<file path="config.mk">
export PLATFORM = sky130hd
export DESIGN_NAME = tone_period_meter_flat
export DESIGN_NICKNAME = d
export VERILOG_FILES = /design/src/rtl/tone_period_meter_pkg.sv /design/src/rtl/tone_period_meter_if.sv /design/src/rtl/tone_period_meter_fifo.sv /design/src/rtl/tone_period_meter.sv /design/src/flat_wrapper.sv
export SDC_FILE = /design/constraint.sdc
export NUM_CORES = 1
export LEC_CHECK = 0
export ABC_CLOCK_PERIOD_IN_PS = 12700
export BUFFER_PORTS_ARGS = -buffer_cell sky130_fd_sc_hd__buf_2
export CAP_MARGIN = 20
export CORE_MARGIN = 3
export CORE_UTILIZATION = 60
export CTS_BUF_LIST = sky130_fd_sc_hd__clkbuf_8
export DETAILED_ROUTE_END_ITERATION = 6
export GPL_TIMING_DRIVEN = 0
export MAX_ROUTING_LAYER = met4
export PLACE_DENSITY = 0.87
export SLEW_MARGIN = 10
export SYNTH_ARGS = -nofsm -noshare
export SYNTH_HDL_FRONTEND = slang
export SYNTH_SLANG_ARGS = --single-unit
</file>
<file path="constraint.sdc">
create_clock -name wb_clk_i -period 12.7 [get_ports wb_clk_i]
set_clock_uncertainty 0.05 [all_clocks]
set_input_delay 0.635 -clock wb_clk_i [delete_from_list [all_inputs] [get_ports wb_clk_i]]
set_output_delay 0.635 -clock wb_clk_i [all_outputs]
set_load 0.01 [all_outputs]
</file>
<file path="src/rtl/tone_period_meter_pkg.sv">
// Shared types for the tone period meter: FSM states and the FIFO event record.
// The high field exists only when TONE_PERIOD_METER_DUTY_MEASURE_EN is defined.
package tone_meter_pkg;

  localparam int TM_PERIOD_W = 16;

  typedef enum logic [1:0] {IDLE, ARM, LOCK, TONE} tm_state_e;

  typedef struct packed {
    logic [TM_PERIOD_W-1:0] period;
    logic [TM_PERIOD_W-1:0] cycles;
`ifdef TONE_PERIOD_METER_DUTY_MEASURE_EN
    logic [TM_PERIOD_W-1:0] high;
`endif
  } tm_event_t;

endpackage

</file>
<file path="src/rtl/tone_period_meter_if.sv">
// Event read port: FWFT head of the tone event FIFO with a valid/ready handshake.
interface tone_period_meter_if;
  import tone_meter_pkg::*;

  logic                   evt_valid;
  logic                   evt_ready;
  logic [TM_PERIOD_W-1:0] evt_period;
  logic [TM_PERIOD_W-1:0] evt_cycles;
  logic [TM_PERIOD_W-1:0] evt_high;

  modport master (output evt_valid, evt_period, evt_cycles, evt_high, input evt_ready);
  modport slave  (input evt_valid, evt_period, evt_cycles, evt_high, output evt_ready);
endinterface

</file>
<file path="src/rtl/tone_period_meter_fifo.sv">
// First-word-fall-through FIFO of tone events (DEPTH a power of two, >= 2).
// A push while full only lands when a pop frees the head in the same cycle.
module tone_event_fifo
  import tone_meter_pkg::*;
#(
  parameter int DEPTH = 4
) (
  input  logic      clk,
  input  logic      rst,
  input  logic      push,
  input  logic      pop,
  input  tm_event_t din,
  output tm_event_t dout,
  output logic      full,
  output logic      empty
);

  localparam int AW = $clog2(DEPTH);

  tm_event_t     mem [DEPTH];
  logic [AW:0]   wr_ptr, rd_ptr;
  logic          wr_en, rd_en;

  assign empty = (wr_ptr == rd_ptr);
  assign full  = (wr_ptr[AW] != rd_ptr[AW]) && (wr_ptr[AW-1:0] == rd_ptr[AW-1:0]);
  assign wr_en = push & (~full | pop);
  assign rd_en = pop & ~empty;
  // Head is masked while empty so the port reads zero out of reset.
  assign dout  = empty ? '0 : mem[rd_ptr[AW-1:0]];

  always_ff @(posedge clk) begin
    if (rst) begin
      wr_ptr <= '0;
      rd_ptr <= '0;
    end else begin
      if (wr_en) wr_ptr <= wr_ptr + (AW+1)'(1);
      if (rd_en) rd_ptr <= rd_ptr + (AW+1)'(1);
    end
  end

  always_ff @(posedge clk) begin
    if (wr_en) mem[wr_ptr[AW-1:0]] <= din;
  end

endmodule

</file>
<file path="src/rtl/tone_period_meter.sv">
// Tone period meter: measures rising-edge periods of a 1-bit audio pin, locks onto
// stable tones and queues {period, cycles} events. Option: TONE_PERIOD_METER_DUTY_MEASURE_EN.
module tone_period_meter
  import tone_meter_pkg::*;
#(
  parameter int PRESCALE      = 2,
  parameter int PERIOD_W      = TM_PERIOD_W,
  parameter int TOL           = 1,
  parameter int MIN_CYCLES    = 3,
  parameter int SILENCE_TICKS = 4096,
  parameter int FIFO_DEPTH    = 4
) (
  input  logic                 wb_clk_i,
  input  logic                 wb_rst_i,
  input  logic                 enable,
  input  logic                 audio_in,
  tone_period_meter_if.master  evt,
  output logic                 locked,
  output logic                 overflow
);

  localparam int PS_W = (PRESCALE > 1) ? $clog2(PRESCALE) : 1;
  localparam int MW   = $clog2(MIN_CYCLES + 1);
  localparam logic [PERIOD_W-1:0] PMAX     = '1;
  localparam logic [PERIOD_W-1:0] SIL_LAST = PERIOD_W'(SILENCE_TICKS - 1);

  logic [PS_W-1:0]     ps_cnt;
  logic                tick;
  logic                sync1, sync2, prev;
  logic                rise, rise_q, sil_q;
  logic [PERIOD_W-1:0] per_cnt, meas, meas_inc;

  tm_state_e           state_q, state_d;
  logic [PERIOD_W-1:0] cand_q, cand_d, cycles_q, cycles_d;
  logic [MW-1:0]       match_q, match_d;
  logic [PERIOD_W:0]   diff, adiff;
  logic                same, push, pop, full, empty;
  tm_event_t           ev_in, ev_head;

  assign tick     = (ps_cnt == PS_W'(PRESCALE - 1));
  assign rise     = tick & sync2 & ~prev;
  assign meas_inc = (per_cnt == PMAX) ? PMAX : per_cnt + PERIOD_W'(1);

  always_ff @(posedge wb_clk_i) begin
    if (wb_rst_i) begin
      ps_cnt  <= '0;
      sync1   <= 1'b0;
      sync2   <= 1'b0;
      prev    <= 1'b0;
      per_cnt <= '0;
      meas    <= '0;
      rise_q  <= 1'b0;
      sil_q   <= 1'b0;
    end else begin
      ps_cnt <= tick ? '0 : ps_cnt + PS_W'(1);
      sync1  <= audio_in;
      sync2  <= sync1;
      if (tick) prev <= sync2;
      // Decisions are registered so the FSM sees meas one clock after the rise tick.
      rise_q <= enable & rise;
      sil_q  <= enable & tick & ~rise & (per_cnt == SIL_LAST);
      if (!enable)
        per_cnt <= '0;
      else if (rise) begin
        per_cnt <= '0;
        meas    <= meas_inc;
      end else if (tick && per_cnt != PMAX)
        per_cnt <= per_cnt + PERIOD_W'(1);
    end
  end

  // A saturated measurement means "too long to know", so it only matches a saturated candidate.
  assign diff  = {1'b0, meas} - {1'b0, cand_q};
  assign adiff = diff[PERIOD_W] ? -diff : diff;
  assign same  = (adiff <= (PERIOD_W+1)'(TOL)) && !(meas == PMAX && cand_q != PMAX);

  always_comb begin
    state_d  = state_q;
    cand_d   = cand_q;
    match_d  = match_q;
    cycles_d = cycles_q;
    push     = 1'b0;
    if (!enable) begin
      state_d = IDLE;
    end else begin
      case (state_q)
        IDLE: if (rise_q) state_d = ARM;
        ARM: begin
          if (sil_q) state_d = IDLE;
          else if (rise_q) begin
            state_d = LOCK;
            cand_d  = meas;
            match_d = MW'(1);
          end
        end
        LOCK: begin
          if (sil_q) state_d = IDLE;
          else if (rise_q) begin
            if (same) begin
              if (match_q == MW'(MIN_CYCLES - 1)) begin
                state_d  = TONE;
                cycles_d = PERIOD_W'(MIN_CYCLES);
              end else
                match_d = match_q + MW'(1);
            end else begin
              cand_d  = meas;
              match_d = MW'(1);
            end
          end
        end
        TONE: begin
          if (sil_q) begin
            push    = 1'b1;
            state_d = IDLE;
          end else if (rise_q) begin
            if (same) begin
              if (cycles_q != PMAX) cycles_d = cycles_q + PERIOD_W'(1);
            end else begin
              push    = 1'b1;
              cand_d  = meas;
              match_d = MW'(1);
              state_d = LOCK;
            end
          end
        end
        default: state_d = IDLE;
      endcase
    end
  end

  always_ff @(posedge wb_clk_i) begin
    if (wb_rst_i) begin
      state_q  <= IDLE;
      cand_q   <= '0;
      match_q  <= '0;
      cycles_q <= '0;
      overflow <= 1'b0;
    end else begin
      state_q  <= state_d;
      cand_q   <= cand_d;
      match_q  <= match_d;
      cycles_q <= cycles_d;
      if (push && full && !pop) overflow <= 1'b1;
    end
  end

  assign locked = (state_q == TONE);

`ifdef TONE_PERIOD_METER_DUTY_MEASURE_EN
  logic                fall;
  logic [PERIOD_W-1:0] hi_cnt, hi_lat;

  assign fall = tick & ~sync2 & prev;

  always_ff @(posedge wb_clk_i) begin
    if (wb_rst_i) begin
      hi_cnt <= '0;
      hi_lat <= '0;
    end else begin
      if (rise) hi_cnt <= '0;
      else if (tick && hi_cnt != PMAX) hi_cnt <= hi_cnt + PERIOD_W'(1);
      if (fall) hi_lat <= (hi_cnt == PMAX) ? PMAX : hi_cnt + PERIOD_W'(1);
    end
  end
`endif

  always_comb begin
    ev_in        = '0;
    ev_in.period = TM_PERIOD_W'(cand_q);
    ev_in.cycles = TM_PERIOD_W'(cycles_q);
`ifdef TONE_PERIOD_METER_DUTY_MEASURE_EN
    ev_in.high   = TM_PERIOD_W'(hi_lat);
`endif
  end

  assign pop = evt.evt_ready & ~empty;

  tone_event_fifo #(.DEPTH(FIFO_DEPTH)) u_fifo (
    .clk   (wb_clk_i),
    .rst   (wb_rst_i),
    .push  (push),
    .pop   (pop),
    .din   (ev_in),
    .dout  (ev_head),
    .full  (full),
    .empty (empty)
  );

  assign evt.evt_valid  = ~empty;
  assign evt.evt_period = ev_head.period;
  assign evt.evt_cycles = ev_head.cycles;
`ifdef TONE_PERIOD_METER_DUTY_MEASURE_EN
  assign evt.evt_high   = ev_head.high;
`else
  assign evt.evt_high   = '0;
`endif

endmodule

</file>
<file path="src/flat_wrapper.sv">
// flat-port wrapper written by rule: the top's interface ports become plain ports
module tone_period_meter_flat import tone_meter_pkg::*;
#(
  parameter int PRESCALE      = 2,
  parameter int PERIOD_W      = TM_PERIOD_W,
  parameter int TOL           = 1,
  parameter int MIN_CYCLES    = 3,
  parameter int SILENCE_TICKS = 4096,
  parameter int FIFO_DEPTH    = 4
)
  (wb_clk_i, wb_rst_i, enable, audio_in, locked, overflow, evt_evt_valid, evt_evt_period, evt_evt_cycles, evt_evt_high, evt_evt_ready);
  tone_period_meter_if evt_i ();
  input  logic wb_clk_i;
  input  logic wb_rst_i;
  input  logic enable;
  input  logic audio_in;
  output logic locked;
  output logic overflow;
  output wire logic [$bits(evt_i.evt_valid)-1:0] evt_evt_valid;
  output wire logic [$bits(evt_i.evt_period)-1:0] evt_evt_period;
  output wire logic [$bits(evt_i.evt_cycles)-1:0] evt_evt_cycles;
  output wire logic [$bits(evt_i.evt_high)-1:0] evt_evt_high;
  input wire logic [$bits(evt_i.evt_ready)-1:0] evt_evt_ready;
  assign evt_evt_valid = evt_i.evt_valid;
  assign evt_evt_period = evt_i.evt_period;
  assign evt_evt_cycles = evt_i.evt_cycles;
  assign evt_evt_high = evt_i.evt_high;
  assign evt_i.evt_ready = evt_evt_ready;
  tone_period_meter #(.PRESCALE(PRESCALE), .PERIOD_W(PERIOD_W), .TOL(TOL), .MIN_CYCLES(MIN_CYCLES), .SILENCE_TICKS(SILENCE_TICKS), .FIFO_DEPTH(FIFO_DEPTH)) u_core (.wb_clk_i(wb_clk_i), .wb_rst_i(wb_rst_i), .enable(enable), .audio_in(audio_in), .evt(evt_i), .locked(locked), .overflow(overflow));
endmodule
</file>
Word-level counts from Yosys, hierarchy flattened
Memory sizes are Yosys's and may differ from the RTL's. A register that Yosys moved wholly into a read port is not among the register bits.
Index checks and enable logic that the tools add are counted.
Word-level totals
  output and inout bits: 51
  register bits after elaboration: 81
  bits in read-only memories: 0
  logic and storage cells: 143
  RAM bits: 128
  bits in latches: 0
  bits of input ports: 5
  memories: 1
Memory list
  u_core.u_fifo.mem: words 4, width 32, rd ports 1, clocked after Yosys merged registers in 1, wr ports 1, line tone_period_meter_fifo.sv:20  | tm_event_t mem [DEPTH];
Operators by class
  multiply operators: 0
  $add $sub $neg: 8
  magnitude comparators: 1
  shift operators: 0
  muxes and demuxes: 47
  bitwise logic cells: 15
  div/mod/pow operators: 0
  eq/ne operators: 35
  reduce and logical (&&, ||, !) cells: 21
Operators with widths (count)
  two-way mux 16 bit: 14
  one-hot mux 16 bit (2 select lines): 2
  inequality test 16 bit, second input constant: 3
  two-way mux 2 bit: 20
  adder 16 x 1 -> 16 bit, second input constant: 2
  == test 16 bit, second input constant: 2
  two-way mux 32 bit: 1
  AND reduction 10 bit: 2
  inequality test 2 x 1 -> 1 bit, second input constant: 9
  <= comparator 17 x 1 -> 1 bit, second input constant: 1
  two-way mux 17 bit: 1
  negator 17 bit: 1
  subtractor 16 x 16 -> 17 bit: 1
  == test 16 x 12 -> 1 bit, second input constant: 1
  inequality test 3 x 1 -> 1 bit, second input constant: 5
  AND reduction 7 bit: 2
  inequality test 2 bit, second input constant: 6
  AND 1 bit: 9
  one-hot mux 2 bit (4 select lines): 1
  two-way mux 1 bit: 7
  adder 3 x 1 -> 3 bit, second input constant: 2
  == test 2 bit, second input constant: 3
  logical AND 1 bit: 6
  one-hot mux 2 bit (3 select lines): 1
  17 further kinds: 25

Depth between registers and ports, before layout
Gate-level depths: netlist of the first run.
  word-level depth: 13
  mapped depth: 18

Hierarchy
From an unflattened synthesis of the first run, not the netlist that was laid out.
Unflattened totals
  cells, all modules: 931
  area total of the unflattened synthesis: 10661.5 sq um
Modules (own cells, without submodules)
  tone_period_meter: sequential area each 1501.4 sq um, times used 1, area each 5346.4 sq um, cells an instance 675
  tone_event_fifo: sequential area each 4003.8 sq um, times used 1, area each 5315.1 sq um, cells an instance 256

Least setup slack after synthesis of the first run
Ideal clock, no wire load.
  kind: register to register
  start: reg u_core.meas[0]
  end: reg u_core.u_fifo.wr_ptr[2]
  stages on the path, launching flop included: 16
  path buffers: 1
  required time: 12527 ps
  arrival time: 5006 ps
  setup slack: 7520 ps
  period minus slack after synthesis: 5180 ps
  library setup time: 123 ps
  cells stage by stage: dfxtp_1 > inv_1 > ha_1 > fa_1 > nand2b_1 > a21oi_1 > xor2_1 > a2111oi_4 > nand4_1 > o32a_1 > o221ai_1 > or4_1 > buf_2 > nor2_4 > o22ai_1 > mux2_2
Between the ends
  cells in the longest elaborated chain, start to end: 11
  elaborated cells between the ends (all ways): 14
  classes of those cells: add/sub (2); order compare (1); eq/ne (1); mux (6); bitwise (1); reduce/logical (3)
RTL lines
  start, declared: line tone_period_meter.sv:31  | logic [PERIOD_W-1:0] per_cnt, meas, meas_inc;
  start signal, assigned: line tone_period_meter.sv:66  | meas <= meas_inc;
  subtractor 16 x 16 -> 17 bit: line tone_period_meter.sv:73  | assign diff = {1'b0, meas} - {1'b0, cand_q};
  negator 17 bit: line tone_period_meter.sv:74  | assign adiff = diff[PERIOD_W] ? -diff : diff;
  two-way mux 17 bit: line tone_period_meter.sv:74
  <= comparator 17 x 1 -> 1 bit: line tone_period_meter.sv:75  | assign same = (adiff <= (PERIOD_W+1)'(TOL)) && !(meas == PMAX && cand_q != PMAX);
  logical AND 1 bit (*): line tone_period_meter.sv:75
  two-way mux 1 bit (*): line tone_period_meter.sv:116  | if (same) begin
  two-way mux 1 bit (*): line tone_period_meter.sv:115  | end else if (rise_q) begin
  two-way mux 1 bit (*): line tone_period_meter.sv:112  | if (sil_q) begin
  two-way mux 1 bit (*): line tone_period_meter.sv:86  | case (state_q)
  two-way mux 1 bit (*): line tone_period_meter.sv:83  | if (!enable) begin
  AND 1 bit (*): line tone_period_meter_fifo.sv:26  | assign wr_en = push & (~full | pop);
  end signal, assigned: line tone_period_meter_fifo.sv:36  | if (wr_en) wr_ptr <= wr_ptr + (AW+1)'(1);
  end, declared: line tone_period_meter_fifo.sv:21  | logic [AW:0] wr_ptr, rd_ptr;
Every way passes the cells marked *; elsewhere a longest branch is shown, timed or not.
A chain may end at the register's enable or synchronous reset.

Worst setup path in the final report of the first run
  start: reg u_core.cand_q[0]
  end: mem u_core.u_fifo.mem[1][21] in the netlist's numbering, enable pin
Between the ends
  cells in the longest elaborated chain, start to end: 13
  elaborated cells between the ends (all ways): 16
  classes of those cells: add/sub (2); order compare (1); eq/ne (1); mux (8); bitwise (1); reduce/logical (3)
RTL lines
  start, declared: line tone_period_meter.sv:34  | logic [PERIOD_W-1:0] cand_q, cand_d, cycles_q, cycles_d;
  start signal, assigned: line tone_period_meter.sv:140  | cand_q <= cand_d;
  subtractor 16 x 16 -> 17 bit: line tone_period_meter.sv:73
  negator 17 bit: line tone_period_meter.sv:74
  two-way mux 17 bit: line tone_period_meter.sv:74
  <= comparator 17 x 1 -> 1 bit: line tone_period_meter.sv:75
  logical AND 1 bit (*): line tone_period_meter.sv:75
  two-way mux 1 bit (*): line tone_period_meter.sv:116
  two-way mux 1 bit (*): line tone_period_meter.sv:115
  two-way mux 1 bit (*): line tone_period_meter.sv:112
  two-way mux 1 bit (*): line tone_period_meter.sv:86
  two-way mux 1 bit (*): line tone_period_meter.sv:83
  AND 1 bit (*): line tone_period_meter_fifo.sv:26
  two-way mux 1 bit (*): line tone_period_meter_fifo.sv:42  | if (wr_en) mem[wr_ptr[AW-1:0]] <= din;
  two-way mux 1 bit (implied by the code) (*): line tone_period_meter_fifo.sv:42
  end, declared: line tone_period_meter_fifo.sv:20
Marked as above.

==> reports/metrics.cfg, run 1 <==
[outcome]
outcome=finished, final reports clean

[detailed_routing]
ant_nets=0
avgViaCountPerCell=6.07
first_pass_iters=5
drt_wl_total_um=23700
wire_per_inst_um=18.9
num_vias=7628
drc_errors=0
first_iter_violations=543

[yosys]
seq_area_frac_synth_pct=52.1
ys_warn_count=0
synth_edf_count=128
synth-seq-cells=211
ys.flop_type=edfxtp_1
synth_area_per_cell_sq_um=11.5
yosysUniqueCellTypes=80
netlist_area_sq_um=10600
async_flop_share_pct=0
syn_inst=921

[worst_setup_path]
crit_arrival_ns=5.48
slowest_stage=and2_2
worstSetupPathType=reg2reg
cpPeakStageDelay_ns=0.83
crit_path_end_kind=register
path_buf_inv=0
startpoint_type=register
critical-path-top-delay-family=simple AND/OR/NAND/NOR gates
cpMostUsedCell=o2111ai_1
crit_chain=ha_1 > fa_1 > nand2b_1 > a21oi_1 > xnor2_1 > o2111ai_1 > nor4_4 > nand4_1 > o2111ai_1 > nor2_4 > o22ai_1 > and2_2
worst-endpoint-required_ns=12.78
crit_fanout=32

[timing]
clock.fmax_mhz=185
final_max_slew_viol_count=0
worstMarginPinSlew_ns=0.959
finalCritPeriodShare_pct=42.4
hold_viol=0
tns_ns=0
relSlewSlack_pct=36.0
whs_ns=0.285
finalSetupViolCount=0
finalCriticalPeriod_ns=5.39
rsz0062_at_grt=false

[finish]
drive_gt1_share_pct=16.1
fillers=1152
final-seq-area_sq_um=5510
multi_input_area_sq_um=4700
syn_to_final_growth_pct=11.5
diodes=0
finalNetCount=1042

[die]
die_y_um=139
fp.dieArea_sq_um=19200
start_util_pct=62.6
fp-row-count=47
core_area_sq_um=16900
die_w_um=139
boundaryPins=56

[place]
place.detailed.hpwl_um=16700
gp_congestion=0.966
io_buffer_count=38

[grt]
overflow=0
grt_pass1_wl_um=38800
grt_pass1_vias=7468
grt_start_max_net_pins=33
antenna_found_initial=0
grt.total_usage_pct=25.4

[power_and_ir_drop]
total_power_mw=1.39
peakVddDrop_v=0.0000891
powerDensity_nw_per_um2=118
p_leak_nw=4.20

[cts]
htree_levels=2
clk_path_buf_depth=3
ctsResizeCount=0
root_buffer=clkbuf_8
numCtsBuffers=34
clock_sinks=211
clk_pin_slew_ns=0.05
cts_tree=yes
cts_hold_buf=0
post_cts_buffers=0
clock_latency_ns=0.52

[job]
maxCapViolations=0

[min_path]
hp-class=in2reg

## path summary, 6_finish.rpt
path,end,cells past startpoint,startpoint,slack (ns)
min,u_core.sync1,2,audio_in,0.29
max reg2reg,u_core.u_fifo.mem[1][21],12,u_core.cand_q[0],7.31
min reg2reg,u_core.sync2,1,u_core.sync1,0.38
max,u_core.u_fifo.mem[1][21],12,u_core.cand_q[0],7.31
## layer usage
layer / wire length (um) / global-route usage, % / share of wire (%)
met2: 11700 / 41.5 / 50
met1: 10100 / 32.6 / 42
met3: 1390 / 4.24 / 5.9
met5: 0 / - / 0
met4: 491 / 8.34 / 2.1
## cells by family after synthesis
logic type | after synthesis | share of synthesized area (%)
adders and majority gates | 26 | 3.15
DFF | 211 | 52.1
AOI/OAI and AO/OA | 151 | 10.5
and+or+nand+nor | 341 | 17.6
muxes | 56 | 9.12
buffers and inverters | 94 | 4.06
xor gates and xnor gates | 41 | 3.40
other | 1 | 0.0355
## flip-flops by register name (all words and copies together), names as in the netlist, 2 cells and up, named ones only
name,count
u_core.u_fifo.mem,128
u_core.state_q,2
u_core.u_fifo.rd_ptr,3
u_core.u_fifo.wr_ptr,3
u_core.per_cnt,16
u_core.cand_q,16
u_core.cycles_q,16
u_core.match_q,2
u_core.meas,16
## final cells by class
type                    instances  share of cell area (%)
flip-flops and latches        211                    46.8
inverters                      29                   0.925
repair buffers                 39                    1.85
multi-input cells             631                    39.9
plain buffers                  65                    2.72
well taps                     220                    2.34
clock buffers                  37                    4.33
clock inverters                24                    1.15
## worst reg2reg max path, delay by kind of cell, from the launching register on
family          cells  cell delay, ns
flops               1            0.39
xor+xnor            1            0.23
fa+ha+maj           2            0.68
simple gates        5            1.84
compound gates      4            1.82
## per-stage QoR
| stage | util [%] | cells | instance area, sq um | setup WS, ns |
|---|---|---|---|---|
| after global routing | 69.8 | 1256 | 11800 | 6.97 |
| final | 69.8 | 1256 | 11800 | 7.31 |
| after floorplan | - | 936 | 10600 | 7.52 |
| after detailed placement | 65.9 | 1195 | 11100 | 7.37 |
| after CTS | 69.8 | 1256 | 11800 | 7.31 |
| after global placement | 65.7 | 1194 | 11100 | 5.81 |
## power breakdown
group          switching [mW]  internal (mW)  leakage, nW  total (mW)
clock                   0.259          0.292        0.372       0.551
combinational          0.0692         0.0428         1.90       0.112
sequential            0.00299          0.721         1.92       0.724
## synth_stat cells (5+ instances only)
cell	n	area, sq um
mux4_2	32	721
nor2b_1	37	231
a311oi_1	15	131
o41ai_1	5	43.8
nand3b_1	5	37.5
ha_1	25	313
a211oi_1	5	37.5
nor4_1	7	43.8
buf_4	16	120
and3_1	19	119
a211o_1	6	52.6
and4_1	5	43.8
nand2_1	52	195
dfxtp_1	83	1660
nor2_1	69	259
o211ai_1	6	45.0
a21o_1	5	37.5
xor2_1	19	166
buf_2	7	35.0
edfxtp_1	128	3840
o21ai_0	15	75.1
nand3_1	26	130
nor3_1	19	95.1
mux2i_1	22	220
and2_1	11	68.8
a21oi_1	39	195
or4_1	5	37.5
a31oi_1	5	31.3
inv_1	29	109
nand4_1	17	106
clkbuf_1	34	128
buf_1	7	26.3
xnor2_1	22	193
nand2b_1	39	244
or3_1	8	50.1
or2_2	5	31.3
## cells in the final DEF (no fill, tap or decap), types with 25 or more instances in the layout
cell / instances
ha_1: 25
edfxtp_1: 128
a21oi_1: 39
inv_1: 38
nor2b_1: 37
nor2_1: 69
nand2b_1: 39
buf_2: 45
nand3_1: 26
nand2_1: 52
mux4_2: 32
dfxtp_1: 83
clkbuf_8: 37
clkbuf_1: 34
Power figures use the tool's default switching activity.
==> inputs of run 2 (changes only) <==
--- a/config.mk
+++ b/config.mk
@@ -5,11 +5,11 @@
 export SDC_FILE = /design/constraint.sdc
 export NUM_CORES = 1
 export LEC_CHECK = 0
-export ABC_CLOCK_PERIOD_IN_PS = 12700
+export ABC_CLOCK_PERIOD_IN_PS = 4640
 export BUFFER_PORTS_ARGS = -buffer_cell sky130_fd_sc_hd__buf_2
 export CAP_MARGIN = 20
 export CORE_MARGIN = 3
-export CORE_UTILIZATION = 60
+export CORE_UTILIZATION = 57
 export CTS_BUF_LIST = sky130_fd_sc_hd__clkbuf_8
 export DETAILED_ROUTE_END_ITERATION = 6
 export GPL_TIMING_DRIVEN = 0
==> constraint.sdc (replaced) <==
create_clock -name wb_clk_i -period 4.64 [get_ports wb_clk_i]
set_clock_uncertainty 0.05 [all_clocks]
set_input_delay 0.232 -clock wb_clk_i [delete_from_list [all_inputs] [get_ports wb_clk_i]]
set_output_delay 0.232 -clock wb_clk_i [all_outputs]
set_load 0.01 [all_outputs]
==> reports/metrics.cfg, run 2 (synthesized netlist as in run 1, its figures left out) <==
[timing]
finalCritPeriodShare_pct=96.8  ; was 42.4%
fin_ws_ns=0.150  ; was 7.31 ns
finalCriticalPeriod_ns=4.49  ; was 5.39 ns
hold_viol=0  ; unchanged
clock.fmax_mhz=223  ; was 185 MHz
finalSetupViolCount=0  ; unchanged
worstMarginPinSlew_ns=0.876  ; was 0.959 ns
relSlewSlack_pct=41.6  ; was 36.0%
final_max_slew_viol_count=0  ; unchanged

[worst_setup_path]
worst-endpoint-required_ns=4.98  ; was 12.78 ns
startpoint_type=register  ; unchanged
crit_path_end_kind=register  ; unchanged
crit_arrival_ns=4.83  ; was 5.48 ns
worstSetupPathType=reg2reg  ; unchanged
crit_fanout=10  ; was 32

[job]
maxCapViolations=0  ; unchanged

[finish]
largest_reg_flops=128  ; unchanged
finalNonFillerCells=1283  ; was 1256
final-seq-area_sq_um=5520  ; was 5510 sq um
multi_input_area_sq_um=4840  ; was 4700 sq um
syn_to_final_growth_pct=14.7  ; was 11.5%
fillers=1282  ; was 1152
drive_gt1_share_pct=19.9  ; was 16.1%
layout_common_cells=128 x edfxtp_1, 76 x dfxtp_1, 68 x nor2_1, 52 x nand2_1, 44 x inv_1  ; was 128 x edfxtp_1, 83 x dfxtp_1, 69 x nor2_1, 52 x nand2_1, 45 x buf_2
finalNetCount=1058  ; was 1042
layout_commonest_cell=edfxtp_1  ; unchanged

[cts]
root_buffer=clkbuf_8  ; unchanged
clock_latency_ns=0.53  ; was 0.52 ns
clk_pin_slew_ns=0.06  ; was 0.05 ns
numCtsBuffers=34  ; unchanged
cts_tree=yes  ; unchanged
htree_levels=2  ; unchanged
clock_sinks=211  ; unchanged
clk_path_buf_depth=3  ; unchanged

[power_and_ir_drop]
p_leak_nw=4.36  ; was 4.20 nW
peakVddDrop_v=0.000253  ; was 0.0000891 V
powerDensity_nw_per_um2=317  ; was 118 nW/um^2

[grt]
grt.total_usage_pct=23.2  ; was 25.4%
top_usage_layer=met2  ; unchanged
antenna_found_initial=1  ; was 0
grt_use_met2_pct=37.2  ; was 41.5%
grt_pass1_vias=7382  ; was 7468
globalRouteMet1Util_pct=29.4  ; was 32.6%
grt_start_max_net_pins=29  ; was 33
grtUsageMet3_pct=4.74  ; was 4.24%
grt_pass1_wl_um=36900  ; was 38800 um
overflow=0  ; unchanged

[detailed_routing]
first_iter_violations=656  ; was 543
drc_errors=0  ; unchanged
ant_nets=0  ; unchanged
wire_per_inst_um=18.2  ; was 18.9 um
first_pass_iters=5  ; unchanged
num_vias=7659  ; was 7628
avgViaCountPerCell=5.97  ; was 6.07
drt_wl_total_um=23300  ; was 23700 um

[outcome]
outcome=finished, final reports clean  ; unchanged

[die]
die_y_um=142  ; was 139 um
fp.dieArea_sq_um=20200  ; was 19200 sq um
core_area_sq_um=18100  ; was 16900 sq um
die_w_um=142  ; was 139 um
fp-row-count=49  ; was 47
start_util_pct=58.4  ; was 62.6%
boundaryPins=56  ; unchanged

[place]
place_inst=1207  ; was 1195
io_buffer_count=38  ; unchanged
place_ws_ns=-0.458  ; was 7.37 ns
place.detailed.hpwl_um=15700  ; was 16700 um
gp_congestion=0.942  ; was 0.966

[min_path]
hp-class=in2reg  ; unchanged

==> run 2: changes by cell type in the layout (fill, tap and decap cells not counted), moves of 3 or more <==
cell,before,now
clkinv_2,7,1
and2_4,0,3
dfxtp_1,83,76
buf_4,16,32
a21oi_1,39,36
inv_1,38,44
clkbuf_8,37,41
dfxtp_2,0,6
buf_12,0,4
clkbuf_1,34,29
and2_2,3,0
==> run 2: layout make-up <==
class / instances / share of cell area (%)
clock buffer: 41 / 4.66
sequential: 211 / 45.5
buffer: 61 / 2.55
timing repair buffer: 59 / 3.30
multi-input combinational: 631 / 39.9
tap: 229 / 2.36
clock inverter: 21 / 0.744
antenna: 1 / 0.0207
inverter: 29 / 0.898
==> run 2: worst max-delay path: stages (launching register included) <==
cell,delay (ns)
dfxtp_1,0.37
inv_1,0.06
ha_1,0.19
fa_1,0.40
nand2b_2,0.25
a21boi_4,0.22
nor2_1,0.12
a311oi_2,0.51
and4_4,0.33
and3_1,0.16
o221ai_1,0.10
or4_4,0.64
or2_1,0.28
buf_6,0.15
o41ai_2,0.39
a21oi_1,0.13
==> run 2: where the power goes <==
| part | internal, mW | switching [mW] |
|---|---|---|
| clock network | 0.805 | 0.698 |
| registers | 1.97 | 0.00750 |
| logic | 0.147 | 0.214 |
| total | 2.92 | 0.919 |
==> run 2: metrics by stage <==
stage               setup TNS, ns  power, mW  hold WS [ns]  instance area (sq um)  util (%)
finish                          0       3.84        0.0245                  12100      67.0
global route               -0.293       3.97        0.0424                  12100      67.0
CTS                             0       3.83        0.0138                  11900      66.0
detailed placement         -48.66       2.32         0.376                  11200      61.9
global placement          -150.69       2.31         0.367                  11100      61.4
floorplan                       0       2.25         0.310                  10600         -
==> run 2: what timing repair did <==
item                                   CTS  global route
buffers inserted                         3            13
gates resized for setup                 19            21
setup endpoints to repair              159           158
pin swaps                                6            11
endpoints found under the hold margin    1             0
hold buffers                             1             0
==> run 2: worst paths after layout <==
| path | from | to | slack (ns) | cells after the start |
|---|---|---|---|---|
| setup reg to reg | u_core.meas[0] | u_core.cycles_q[12] | 0.15 | 15 |
| hold reg to reg | u_core.sync1 | u_core.sync2 | 0.39 | 1 |
| hold / removal | enable | u_core.state_q[0] | 0.02 | 3 |
| setup / recovery | u_core.meas[0] | u_core.cycles_q[12] | 0.15 | 15 |
==> run 2: per-layer routing <==
metal  up-vias  share of wire, %
met5         -                 0
met4         0               3.6
met3        63               7.3
met2       313                48
met1      3648                41
li1       3635                 -
